**src/rtl/program_loader_pkg.sv**
```systemverilog
// Shared definitions for the program loader: instruction width and FSM state encodings.
package program_loader_pkg;

    localparam int INSTR_W = 32;

    typedef logic [2:0] loaderStateT;

    localparam loaderStateT IDLE     = 3'd0;
    localparam loaderStateT PRE_RST  = 3'd1;
    localparam loaderStateT STREAM   = 3'd2;
    localparam loaderStateT POST_RST = 3'd3;
    localparam loaderStateT RUN      = 3'd4;

endpackage

```
**src/rtl/loader_buffer.sv**
```systemverilog
// Instruction word buffer: one write port and one read port with a registered read.
// When readEn is low the read register loads zero, so the output idles at zero.
module loader_buffer
    import program_loader_pkg::*;
#(
    parameter  int DEPTH = 32,
    localparam int AW    = $clog2(DEPTH)
) (
    input  logic               clk,
    input  logic               writeEn,
    input  logic [AW-1:0]      writeAddr,
    input  logic [INSTR_W-1:0] writeData,
    input  logic               readEn,
    input  logic [AW-1:0]      readAddr,
    output logic [INSTR_W-1:0] readData
);

    logic [INSTR_W-1:0] mem [DEPTH];

    always_ff @(posedge clk) begin
        if (writeEn) begin
            mem[writeAddr] <= writeData;
        end
        readData <= readEn ? mem[readAddr] : '0;
    end

endmodule

```
**src/rtl/program_loader.sv**
```systemverilog
// Buffers upstream instruction words and replays them into the CPU load port,
// framed by CPU reset pulses, before releasing the CPU into run mode.
module program_loader
    import program_loader_pkg::*;
#(
    parameter  int DEPTH      = 32,
    parameter  int RST_CYCLES = 2,
    localparam int AW         = $clog2(DEPTH),
    localparam int CW         = $clog2(DEPTH) + 1
) (
    input  logic               clk,
    input  logic               Reset,
    input  logic [INSTR_W-1:0] WordIn,
    input  logic               WordValid,
    output logic               WordReady,
    input  logic               Start,
    input  logic               Clear,
    output logic               CpuReset,
    output logic               LoadInstructions,
    output logic [INSTR_W-1:0] Instruction,
    output logic [CW-1:0]      WordCount,
    output logic               Busy,
    output logic               Done
);

    localparam int RW = $clog2(RST_CYCLES + 1);

    loaderStateT   state;
    loaderStateT   nextState;
    logic [CW-1:0] nextCount;
    logic [AW-1:0] streamIdx;
    logic [AW-1:0] readAddr;
    logic [RW-1:0] rstCnt;
    logic          transfer;
    logic          writeEn;
    logic          lastWord;
    logic          rstDone;
    logic          readEn;

    assign transfer = (state == IDLE) && WordValid && WordReady && !Clear;
    assign writeEn  = transfer && !Reset;
    assign lastWord = ({1'b0, streamIdx} == WordCount - CW'(1));
    assign rstDone  = (rstCnt == RW'(RST_CYCLES - 1));

    // Address runs one word ahead of the STREAM cycle so the registered read lines up with LoadInstructions.
    assign readAddr = (state == PRE_RST) ? '0 : streamIdx + AW'(1);
    assign readEn   = !Reset && ((state == PRE_RST) || ((state == STREAM) && !lastWord));

    loader_buffer #(
        .DEPTH(DEPTH)
    ) u_buffer (
        .clk      (clk),
        .writeEn  (writeEn),
        .writeAddr(WordCount[AW-1:0]),
        .writeData(WordIn),
        .readEn   (readEn),
        .readAddr (readAddr),
        .readData (Instruction)
    );

    always_comb begin
        nextState = state;
        nextCount = WordCount;
        case (state)
            IDLE: begin
                if (Clear) begin
                    nextCount = '0;
                end else begin
                    if (transfer) begin
                        nextCount = WordCount + CW'(1);
                    end
                    if (Start && (WordCount != '0)) begin
                        nextState = PRE_RST;
                    end
                end
            end
            PRE_RST:  nextState = STREAM;
            STREAM:   if (lastWord) nextState = POST_RST;
            POST_RST: if (rstDone) nextState = RUN;
            RUN: begin
                if (Clear) begin
                    nextState = IDLE;
                    nextCount = '0;
                end else if (Start) begin
                    nextState = PRE_RST;
                end
            end
            default:  nextState = IDLE;
        endcase
    end

    // Outputs are registered from the next state so they always match the state register.
    always_ff @(posedge clk) begin
        if (Reset) begin
            state            <= IDLE;
            WordCount        <= '0;
            streamIdx        <= '0;
            rstCnt           <= '0;
            WordReady        <= 1'b0;
            CpuReset         <= 1'b1;
            LoadInstructions <= 1'b0;
            Busy             <= 1'b0;
            Done             <= 1'b0;
        end else begin
            state            <= nextState;
            WordCount        <= nextCount;
            streamIdx        <= ((state == STREAM) && !lastWord) ? streamIdx + AW'(1) : '0;
            rstCnt           <= (state == POST_RST) ? rstCnt + RW'(1) : '0;
            WordReady        <= (nextState == IDLE) && (nextCount < CW'(DEPTH));
            CpuReset         <= (nextState == IDLE) || (nextState == PRE_RST) || (nextState == POST_RST);
            LoadInstructions <= (nextState == STREAM);
            Busy             <= (nextState == PRE_RST) || (nextState == STREAM) || (nextState == POST_RST);
            Done             <= (nextState == RUN);
        end
    end

endmodule

```
**config.mk**
```make
export PLATFORM = sky130hd
export DESIGN_NAME = program_loader
export DESIGN_NICKNAME = d
export VERILOG_FILES = /design/src/rtl/program_loader_pkg.sv /design/src/rtl/loader_buffer.sv /design/src/rtl/program_loader.sv
export SDC_FILE = /design/constraint.sdc
export NUM_CORES = 1
export LEC_CHECK = 0
export ABC_CLOCK_PERIOD_IN_PS = 6020
export CORE_ASPECT_RATIO = 1.1
export CORE_MARGIN = 2
export CORE_UTILIZATION = 35
export CTS_CLUSTER_DIAMETER = 150
export DETAILED_ROUTE_END_ITERATION = 16
export HOLD_SLACK_MARGIN = 0.12
export PLACE_DENSITY_LB_ADDON = 0.3
export SLEW_MARGIN = 20
export SYNTH_ARGS = -nofsm -noshare
export SYNTH_HDL_FRONTEND = slang
export SYNTH_SLANG_ARGS = --single-unit
```
**constraint.sdc**
```tcl
create_clock -name clk -period 6.02 [get_ports clk]
set_input_delay 1.204 -clock clk [delete_from_list [all_inputs] [get_ports clk]]
set_output_delay 1.204 -clock clk [all_outputs]
set_load 0.02 [all_outputs]
```
==> metrics.csv <==
metric,value,unit
setup TNS,0,ns
Fmax,272.8,MHz
Leakage,14.65,nW
syn avg cell area,17.80,um2
vias,22691,
DP HPWL,70390,um
largest net degree at the start of global routing,143,
post-synth net total,2394,
"area leader, netlist",edfxtp_1,
Max-cap violations,0,
clock-pin slew on the worst setup and hold paths,0.06,ns
GPL Wtd Cong,0.8951,
post-route ant nets,0,
Yosys warning count,0,
Synth Area in XOR/XNOR,0.3139,%
routed len/inst,28.94,um
first-pass GRT wire length,168000,um
PwrDens,311.3,nW/um2
Die W,333.7,um
area delta synth->final,14.55,%
simple-gate area share of the yosys netlist,3.890,%
Die H,366.7,um
Nets,2484,
CP Class,in -> reg,
worst vdd ir,202.2,uV
RSZ-0062 raised after global routing,no,
Required @ worst endpoint,6.38,ns
clk sinks,1077,
CTS tree,yes,
final critical-path required period,3.666,ns
synth top area cells,"edfxtp_1 (73%), mux4_2 (6.5%), mux2i_1 (3.6%), dfxtp_1 (2.5%), o21ai_0 (1.5%)",
largest family of logic cells by synthesized area,multiplexers,
CTS Root Cell,clkbuf_16,
mux cell area share after synthesis,10.31,%
Post-Route WL,117900,um
clk_lat worst skew,0.67,ns
CP Data Arrival Time,4.02,ns
Post-Syn Instances,2351,
hold buffer count at CTS,0,
worst hold path class,reg -> reg,
Die ar.,122400,um2
Final Slew Violations,0,
Yosys cell types,63,
Post-CTS Setup Inserts,0,
initial antenna violation count,12,
Synth Area in Adders,0.1794,%
crit end category,register,
vias in the first global route,22400,
Iter 0 DRT Violations,2725,
GRT Util Overall,19.01,%
post-synthesis register bit count,1077,
Startpoint Class,input pin,
initial cell density of the core,35.12,%
most frequent cells in the layout,"edfxtp_1 (1024), mux2i_1 (150), o21ai_0 (129)",
Max Root-Sink Buffers,3,
Detailed Routing Iterations Pass 1,8,
Compound-Gate Fraction of Synth Area,7.397,%
H-tree depth,3,
crit-path max FO,21,
"EDFF count, synth",1024,
ys async rst share,0,%
gr ovfl total,0,
final hold vios,0,
status,"complete, no violations",
sequential share of the synthesized area,76.01,%
ratio of final minimum period to clock period,60.89,%
Num CTS Buffers,104,
I/O pin count,80,
Rows,133,
PostCTS Resize Cnt,0,
clock skew,0.02124,ns
Vias/cell,5.570,
Synth top area share,73.48,%
detailed-route DRC error count,0,
Setup Viol. Count Final,0,
Synth Flop Type,edfxtp_1,
worst relative slew slack,30.67,%
"commonest non-fill, non-tap cell in the layout",edfxtp_1,
slew at the pin with the worst max-slew slack,1.037,ns
Post-Syn Area,41850,um2
Core Box Area,119100,um2
total power,14.92,mW
share of cells above drive strength 1,16.78,%
Port Buf Inserts,79,
==> per-layer routing <==
| layer | GRT usage, % | routed length (um) | up-vias |
|---|---|---|---|
| li1 | - | - | 9633 |
| met2 | 29.69 | 54540 | 994 |
| met1 | 27.09 | 50930 | 11929 |
| met4 | 6.419 | 3678 | 8 |
| met3 | 3.114 | 8687 | 127 |
| met5 | 0 | 57 | - |
==> worst max-delay path, stage by stage <==
cell and delay (ns):
clkdlybuf4s50_1 0.47, nand4bb_1 0.13, or2_2 0.34, nor3_1 0.18
buf_4 0.20, nand2_1 0.27, buf_4 0.30, nor2_4 0.57
buf_4 0.33
==> final cells by class <==
class	count	area, um2
Antenna cell	1	2.502
Clock buffer	141	2927
Clock inverter	45	441.7
Fill cell	10600	71210
Inverter	8	30.03
Multi-Input combinational cell	1108	9617
Sequential cell	1077	31810
Tap cell	1552	1942
Timing Repair Buffer	142	1166
==> logic make-up after synthesis <==
family                     count (synthesis)
AOI/OAI and AO/OA                        448
xor gates and xnor gates                  15
adders and majority gates                  6
buffers and inverters                    166
DFF                                     1077
muxes                                    280
and+or+nand+nor                          359
==> stage by stage <==
step / setup WS (ns) / area (um2) / util, % / hold WS, ns / std cells
after floorplan: 2.023 / 41850 / - / 0.4084 / 2351
after global placement: 1.735 / 44570 / 37.41 / 0.4236 / 3887
after detailed placement: 1.705 / 44570 / 37.41 / 0.4544 / 3887
after CTS: 2.335 / 47940 / 40.23 / 0.4633 / 4073
after global routing: 2.198 / 47940 / 40.23 / 0.4779 / 4073
final: 2.354 / 47940 / 40.24 / 0.4514 / 4074
==> final timing paths <==
path                   from                   end  slack, ns  depth (start not counted)
hold reg to reg   rstCnt[0]             rstCnt[0]       0.45                          1
setup reg to reg   state[0]  u_buffer.readData[6]       2.38                          7
hold / removal    rstCnt[0]             rstCnt[0]       0.45                          1
setup / recovery  WordValid  u_buffer.mem[16][27]       2.35                          9
==> synthesized netlist by cell type, drive strengths merged (3+ instances only) <==
| library cell | number |
|---|---|
| nand4 | 3 |
| o211ai | 10 |
| o22ai | 7 |
| xnor2 | 4 |
| inv | 8 |
| mux2 | 10 |
| a31oi | 3 |
| edfxtp | 1024 |
| a21oi | 97 |
| ha | 6 |
| nand3b | 5 |
| buf | 80 |
| a222oi | 28 |
| a311oi | 5 |
| nand2b | 30 |
| nand2 | 89 |
| o21ai | 131 |
| o31ai | 4 |
| nor2b | 8 |
| nor4 | 3 |
| a22o | 56 |
| nor3 | 45 |
| dfxtp | 53 |
| nand3 | 14 |
| a211oi | 7 |
| a221oi | 32 |
| xor2 | 11 |
| nor2 | 149 |
| o311a | 28 |
| a211o | 28 |
| mux4 | 120 |
| clkbuf | 78 |
| mux2i | 150 |
==> where the power goes <==
group | internal [mW] | leakage, nW | switching, mW
combinational | 0.0459 | 3.37 | 0.215
clock | 3.73 | 1.65 | 2.72
sequential | 8.20 | 9.63 | 0.00468
==> sequential cells by signal, indices dropped and copies added, names as in the netlist, 2 cells and up <==
name               cells
WordCount              6
rstCnt                 2
state                  3
streamIdx              5
u_buffer.mem        1024
u_buffer.readData     32
No activity file was read; power rests on OpenSTA's default activity.
